<file path="config.mk">
export PLATFORM = sky130hd
export DESIGN_NAME = mem_ctrl_arb
export DESIGN_NICKNAME = d
export VERILOG_FILES = /design/src/rtl/mem_ctrl_arb.sv
export SDC_FILE = /design/constraint.sdc
export NUM_CORES = 1
export LEC_CHECK = 0
export BUFFER_PORTS_ARGS = -buffer_cell sky130_fd_sc_hd__buf_2
export CORE_AREA = 2 2 117 119
export DETAILED_ROUTE_END_ITERATION = 7
export DIE_AREA = 0 0 119 121
export PLACE_DENSITY_LB_ADDON = 0.2
export SLEW_MARGIN = 15
export SYNTH_ARGS = -nofsm -noshare
export SYNTH_HDL_FRONTEND = slang
export SYNTH_SLANG_ARGS = --single-unit
</file>
<file path="constraint.sdc">
create_clock -name clk -period 5.23 [get_ports clk]
set_clock_uncertainty 0.15 [all_clocks]
set_input_delay 1.046 -clock clk [delete_from_list [all_inputs] [get_ports clk]]
set_output_delay 1.046 -clock clk [all_outputs]
set_load 0.005 [all_outputs]
</file>
<file path="src/rtl/mem_ctrl_arb.sv">
// mem_ctrl_arb: byte-serial RAM controller that arbitrates load/store traffic over instruction fetch.
// Optional macro IO_STALL_EN holds stores to the IO region while io_buffer_full is high.
module mem_ctrl_arb #(
  parameter int ADDR_WIDTH = 32,
  parameter int RAM_WIDTH = 8,
  parameter logic [1:0] IO_SEL_HI = 2'b11
) (
  input  logic                  clk,
  input  logic                  rst,
  input  logic                  rdy,
  input  logic                  ifetch_req,
  input  logic [ADDR_WIDTH-1:0] ifetch_addr,
  output logic                  ifetch_done,
  output logic [31:0]           ifetch_inst,
  input  logic                  lsb_req,
  input  logic                  lsb_we,
  input  logic [ADDR_WIDTH-1:0] lsb_addr,
  input  logic [1:0]            lsb_size,
  input  logic [31:0]           lsb_wdata,
  output logic                  lsb_done,
  output logic [31:0]           lsb_rdata,
  input  logic                  flush,
  input  logic                  io_buffer_full,
  input  logic [RAM_WIDTH-1:0]  mem_din,
  output logic [RAM_WIDTH-1:0]  mem_dout,
  output logic [ADDR_WIDTH-1:0] mem_a,
  output logic                  mem_wr,
  output logic [1:0]            state_dbg
);
  // Handshake: a req is a level held until its done pulse; done is a single-cycle
  // pulse qualified by rdy, and the requester drops req on the edge ending that cycle.
  typedef enum logic [1:0] {IDLE = 2'd0, IF_BUSY = 2'd1, LS_BUSY = 2'd2, DONE = 2'd3} state_t;

  state_t                state_q, state_d;
  logic [2:0]            cnt_q, cnt_d, n_q, rd_off;
  logic [1:0]            byte_idx;
  logic [ADDR_WIDTH-1:0] base_q;
  logic                  we_q, fetch_q;
  logic [31:0]           wdata_q, data_q;
  logic                  ls_grantable, wr_stall, grant_ls, grant_if, capture;

  function automatic logic [2:0] size_n(input logic [1:0] size);
    case (size)
      2'd0:    size_n = 3'd1;
      2'd1:    size_n = 3'd2;
      default: size_n = 3'd4;
    endcase
  endfunction

`ifdef IO_STALL_EN
  logic io_q;
  assign ls_grantable = lsb_req && !(lsb_we && lsb_addr[17:16] == IO_SEL_HI && io_buffer_full);
  assign wr_stall = io_q && io_buffer_full;
  always_ff @(posedge clk or negedge rst) begin
    if (!rst) io_q <= 1'b0;
    else if (rdy && grant_ls) io_q <= lsb_we && lsb_addr[17:16] == IO_SEL_HI;
  end
`else
  logic unused_io;
  assign unused_io = io_buffer_full;
  assign ls_grantable = lsb_req;
  assign wr_stall = 1'b0;
`endif

  always_ff @(posedge clk or negedge rst) begin
    if (!rst) begin
      state_q <= IDLE;
      cnt_q   <= '0;
    end else begin
      state_q <= state_d;
      cnt_q   <= cnt_d;
    end
  end

  always_comb begin
    state_d  = state_q;
    cnt_d    = cnt_q;
    grant_ls = 1'b0;
    grant_if = 1'b0;
    capture  = 1'b0;
    if (rdy) begin
      case (state_q)
        IDLE: begin
          if (ls_grantable) begin
            grant_ls = 1'b1;
            state_d  = LS_BUSY;
            cnt_d    = '0;
          end else if (ifetch_req && !flush) begin
            grant_if = 1'b1;
            state_d  = IF_BUSY;
            cnt_d    = '0;
          end
        end
        IF_BUSY: begin
          if (flush) begin
            state_d = IDLE;
            cnt_d   = '0;
          end else begin
            capture = (cnt_q != 3'd0);
            if (cnt_q == n_q) state_d = DONE;
            else cnt_d = cnt_q + 3'd1;
          end
        end
        LS_BUSY: begin
          if (we_q) begin
            if (!wr_stall) begin
              if (cnt_q == n_q - 3'd1) state_d = DONE;
              cnt_d = cnt_q + 3'd1;
            end
          end else begin
            capture = (cnt_q != 3'd0);
            if (cnt_q == n_q) state_d = DONE;
            else cnt_d = cnt_q + 3'd1;
          end
        end
        default: begin
          state_d = IDLE;
          cnt_d   = '0;
        end
      endcase
    end
  end

  // While frozen, a read re-presents the byte whose data is still outstanding, so the
  // RAM's one-cycle latency returns that byte again on the resume cycle.
  always_comb begin
    mem_a       = '0;
    mem_wr      = 1'b0;
    mem_dout    = '0;
    ifetch_done = 1'b0;
    lsb_done    = 1'b0;
    rd_off      = (!rdy && cnt_q != 3'd0) ? cnt_q - 3'd1 : cnt_q;
    case (state_q)
      LS_BUSY: begin
        if (we_q) begin
          if (cnt_q < n_q) begin
            mem_a    = base_q + {{(ADDR_WIDTH-3){1'b0}}, cnt_q};
            mem_dout = wdata_q[{cnt_q[1:0], 3'b000} +: RAM_WIDTH];
            mem_wr   = rdy && !wr_stall;
          end
        end else if (cnt_q < n_q || !rdy) begin
          mem_a = base_q + {{(ADDR_WIDTH-3){1'b0}}, rd_off};
        end
      end
      IF_BUSY: begin
        if (cnt_q < n_q || !rdy) mem_a = base_q + {{(ADDR_WIDTH-3){1'b0}}, rd_off};
      end
      DONE: begin
        if (rdy) begin
          ifetch_done = fetch_q;
          lsb_done    = !fetch_q;
        end
      end
      default: ;
    endcase
  end

  assign byte_idx = cnt_q[1:0] - 2'd1;

  always_ff @(posedge clk or negedge rst) begin
    if (!rst) begin
      base_q  <= '0;
      n_q     <= '0;
      we_q    <= 1'b0;
      fetch_q <= 1'b0;
      wdata_q <= '0;
      data_q  <= '0;
    end else if (rdy) begin
      if (grant_ls) begin
        base_q  <= lsb_addr;
        n_q     <= size_n(lsb_size);
        we_q    <= lsb_we;
        fetch_q <= 1'b0;
        wdata_q <= lsb_wdata;
        data_q  <= '0;
      end else if (grant_if) begin
        base_q  <= ifetch_addr;
        n_q     <= 3'd4;
        we_q    <= 1'b0;
        fetch_q <= 1'b1;
        data_q  <= '0;
      end
      if (capture) data_q[{byte_idx, 3'b000} +: RAM_WIDTH] <= mem_din;
    end
  end

  assign ifetch_inst = data_q;
  assign lsb_rdata   = data_q;
  assign state_dbg   = state_q;
endmodule
</file>
# [Word-level counts from Yosys, hierarchy flattened]
# Index checks and enable logic that the tools add are counted.
[word_totals] word_cells=94 output_inout_bits=109 in_bits=114 regBits=106
[classes] order_cmp=1 n_addsub=7 shifts=3 reduce_logical=14 eq_ne=8 muxes=53
[ops] operator="$mux W32" n=9
[ops] operator="$add A32 B3 Y32" n=2
[ops] operator="$pmux W32 S2" n=1
[ops] operator="$bwmux W32" n=1
[ops] operator="$shift A8 B7 Y32 const A" n=1
[ops] operator="$shiftx A32 B6 Y8" n=1
[ops] operator="$shiftx A8 B7 Y32" n=1
[ops] operator="$mux W3" n=8
[ops] operator="$mux W8" n=3
[ops] operator="$mux W1" n=21
[ops] operator="$mux W2" n=6
[ops] operator="$pmux W3 S3" n=1
[ops] operator="$neg A5 Y7" n=1
[ops] operator="$eq A3 B3 Y1" n=2
[ops] operator="$ne A3 B3 Y1 const B" n=2
[ops] operator="$pmux W2 S3" n=1
[ops] operator="$pmux W3 S2" n=1
[ops] operator="$reduce_and A2 Y1" n=3
[ops] operator="$sub A3 B1 Y3 const B" n=2
[ops] operator="$eq A2 B1 Y1 const B" n=2
[ops] operator="$eq A2 B2 Y1 const B" n=2
[ops] operator="$logic_not A2 Y1" n=2
[ops] operator="$add A3 B1 Y3 const B" n=1
[ops] operator="$logic_not A1 Y1" n=3
[ops] operator="other kinds (8)" n=9

# [Depth between registers and ports, before layout]
[logic_depth] depth_word=11 ltp_mapped=13 ltp_nobuf=12

# [Least setup slack after synthesis]
# Ideal clock, no wire load.
[synth_path] kind="flip-flop to output port" startpoint="reg cnt_q[0]" endpoint="out mem_a[30]" t_arrival_ns=3.333 stages_incl_launch_ff=14 slack_ns=0.701 path_cell_list="dfrtp_1 buf_1 inv_1 ha_1 a21oi_1 xnor2_1 ha_1 fa_1 a21oi_1 nor2_1 and3_1 a22oi_2 nor3_1 o21a_1"
[synth_via] elab_chain_cells=7
[synth_lines] element="from (decl)" line="35" source="logic [2:0] cnt_q, cnt_d, n_q, rd_off;"
[synth_lines] element="from (signal assigned)" line="71" source="cnt_q <= cnt_d;"
[synth_lines] element="branches (longest 6 deep; another with $add A32 B3 Y32)"
[synth_lines] element="$pmux W32 S2 (*)" line="133" source="case (state_q)"
[synth_lines] element="to (decl)" line="26" source="output logic [ADDR_WIDTH-1:0] mem_a,"
# Every way passes the cells marked *.

# [Final worst setup path]
[layout_path] startpoint="in rdy" endpoint="out mem_a[27]"
[layout_via] elab_chain_cells=7
[layout_lines] element="from (decl)" line="10" source="input logic rdy,"
[layout_lines] element="$logic_not A1 Y1 (*)" line="132, 141, 146"
[layout_lines] element="$logic_and A1 B1 Y1" line="132" source="rd_off = (!rdy && cnt_q != 3'd0) ? cnt_q - 3'd1 : cnt_q;"
[layout_lines] element="$mux W3" line="132"
[layout_lines] element="$add A32 B3 Y32" line="142, 146"
[layout_lines] element="$mux W32 (*)" line="141, 146"
[layout_lines] element="$mux W32" line="135" source="if (we_q) begin"
[layout_lines] element="$pmux W32 S2 (*)" line="133"
# Mark *: on every way between the ends. The rest lies on a longest branch, timed or not.

==> run summary <==
status = finished clean
Synth async-reset ratio = 1.000
unrepaired setup endpoints after global routing = false
cts repair resizes = 0
GP Congestion = 0.9378
Final Cycle Share = 0.9437
maximum root-to-sink buffer count = 2
Yosys top cell area share = 0.3931
crit end category = primary output
number of cell rows = 42
Clock Tree Root = clkbuf_16
startpoint type of the worst setup path = input pin
top cells by area, synth = dfrtp_1 (39%), nand2_1 (11%), a22o_1 (4.3%)
Filler cells = 1174
GR Util All Layers = 0.2616
CTS Hold Buffers Added = 0
Syn. warnings = 0
CTS tree = built
crit path max-delay cell type = a22o_1
post-route minimum period = 4936 ps
Mean Syn Cell Area = 8.488 µm²
vias = 6414
drt wl/cell = 16.25 µm
I/O Buffers = 221
clk slew on worst S/H paths = 70 ps
final setup vio count = 0
Core Area = 0.01309 mm²
first-pass GRT wire length = 29900 µm
die area = 0.01440 mm²
main flop type after synthesis = dfrtp_1
Antenna Nets Post-Route = 0
synth cell count leaders = nand2_1 (200), dfrtp_1 (106), nor2_1 (58)
Remaining DRCs = 0
setup_tns = 0 ps
CP max stage delay = 410 ps
DRT Pass-1 Iters = 6
max-capacitance violation count = 0
total grt overflow = 0
Post-Syn Area = 0.006748 mm²
largest net degree at the start of global routing = 71
syn_nets = 932
Starting Density = 0.5157
Final Hold Vio Count = 0
nets = 1094
diode count = 0
Synth Register Bits = 106
H-tree levels = 3
Area Growth Syn to Fin = 18.80%
number of antenna violations at the first check in global routing = 0
WHS = 322.6 ps
Synth area leader = dfrtp_1
Crit Path Max Fanout = 18
Post-Syn Instances = 795
Critical Path RT = 4030 ps
Die Height = 121 µm
clock sinks = 106
Detailed Route Iter0 Violations = 542
fmax = 0.2026 GHz
die width = 119 µm
total CTS buffers = 9
vias in the first global route = 5829
post-synthesis sequential area ratio = 0.3931
post-DP HPWL = 13770 µm
count leader, synth = nand2_1
Post-CTS Setup Bufs = 0
CP most frequent cell = buf_2
Peak VDD IR = 0.2686 mV
number of vias per cell = 5.636
Leak Pwr = 4.052 nW
Cell variety after synth = 67
share of cells above drive strength 1 = 0.2869
critical-path cell list = buf_2 -> inv_1 -> a21oi_1 -> a31o_2 -> ha_1 -> nand3_1 -> a22oi_1 -> a22o_1 -> nand2_1 -> o31ai_1 -> buf_2
WS Path Type = in -> out
slew of the pin with the lowest slew margin = 857.8 ps
later-pin clock latency in the skew report = 350 ps
Critical Path AT = 3740 ps
Worst slew margin = 0.4281
worst hold path type = reg -> reg
pwr dens = 552.2 mW/mm²
I/O pins = 223
Post-synth EDFFs = 0
final slew viol count = 0
total wire length = 18500 µm
-- registers in the layout (all words and copies together), names as in the netlist --
register	cells
base_q	32
we_q	1
ifetch_inst	32
state_dbg	2
n_q	3
wdata_q	32
cnt_q	3
fetch_q	1
-- cell usage in the layout (no fill, tap or decap), drive strengths merged, types with 10 or more instances in the layout --
cell type	n
buf	231
nand2	200
dfrtp	106
nor2	61
a31oi	41
a21oi	34
a22o	34
nand3	23
ha	21
o21ai	19
and2	15
inv	15
nand4	15
o211ai	13
and3	12
clkbuf	10
-- metrics by stage --
stage | power, mW | worst slack, ps | utilization | area, µm² | instances
after floorplan | 2.998 | 701.2 | - | 6748 | 795
after global placement | 3.676 | 511.3 | 0.5896 | 7715 | 1122
after detailed placement | 3.715 | 461.2 | 0.5896 | 7715 | 1122
after CTS | 4.423 | 364.7 | 0.6125 | 8015 | 1138
after global routing | 4.796 | 117.3 | 0.6126 | 8016 | 1138
final | 4.426 | 294.2 | 0.6126 | 8016 | 1138
-- layer usage --
| layer | part of all wire | GRT usage | wire [µm] |
|---|---|---|---|
| met2 | 0.47 | 0.4134 | 8663 |
| met1 | 0.45 | 0.3670 | 8278 |
| met3 | 0.060 | 0.03994 | 1102 |
| met4 | 0.024 | 0.09524 | 452 |
| met5 | 0 | 0 | 0 |
-- final timing paths --
| check | endpoint | depth (start not counted) | slack (ps) | startpoint |
|---|---|---|---|---|
| max | mem_a[27] | 11 | 290 | rdy |
| min | wdata_q[26]$_DFFE_PN0P_ | 2 | 320 | wdata_q[26]$_DFFE_PN0P_ |
| max reg2reg | ifetch_inst[23]$_DFFE_PN0P_ | 7 | 2420 | state_dbg[0]$_DFFE_PN0P_ |
| min reg2reg | wdata_q[26]$_DFFE_PN0P_ | 2 | 320 | wdata_q[26]$_DFFE_PN0P_ |
| max in group asynchronous | wdata_q[11]$_DFFE_PN0P_ | 2 | 3270 | rst |
| min in group asynchronous | ifetch_inst[8]$_DFFE_PN0P_ | 1 | 660 | rst |
-- critical path: cells and delay by family --
family,cells,cell delay (ps)
AO/OA/AOI/OAI,5,1340
adder cells (fa/ha/maj),1,360
buffers and inverters,3,590
AND/OR/NAND/NOR,2,370
-- power by group --
part / switching [mW] / internal, mW
clock: 0.316 / 0.377
combinational: 1.32 / 0.974
sequential: 0.342 / 1.10
total: 1.98 / 2.45
-- logic make-up after synthesis --
kind of cell	Yosys count	share of synthesized area
buffers and inverters	92	0.07231
XOR/XNOR	6	0.007788
adder cells (fa/ha/maj)	23	0.04487
AND/OR/NAND/NOR	362	0.2477
multiplexers	10	0.02985
flip-flops	106	0.3931
AO/OA/AOI/OAI	196	0.2043
-- area by class of cell --
type | count | area, µm² | share of cell area
repair buffers | 231 | 1184 | 0.1477
multi-input cells | 597 | 3613 | 0.4508
well taps | 176 | 220.2 | 0.02747
flip-flops and latches | 106 | 2654 | 0.3310
clock buffers | 10 | 229.0 | 0.02856
clock inverters | 6 | 71.32 | 0.008897
inverters | 12 | 45.04 | 0.005619
Power figures use the tool's default switching activity.
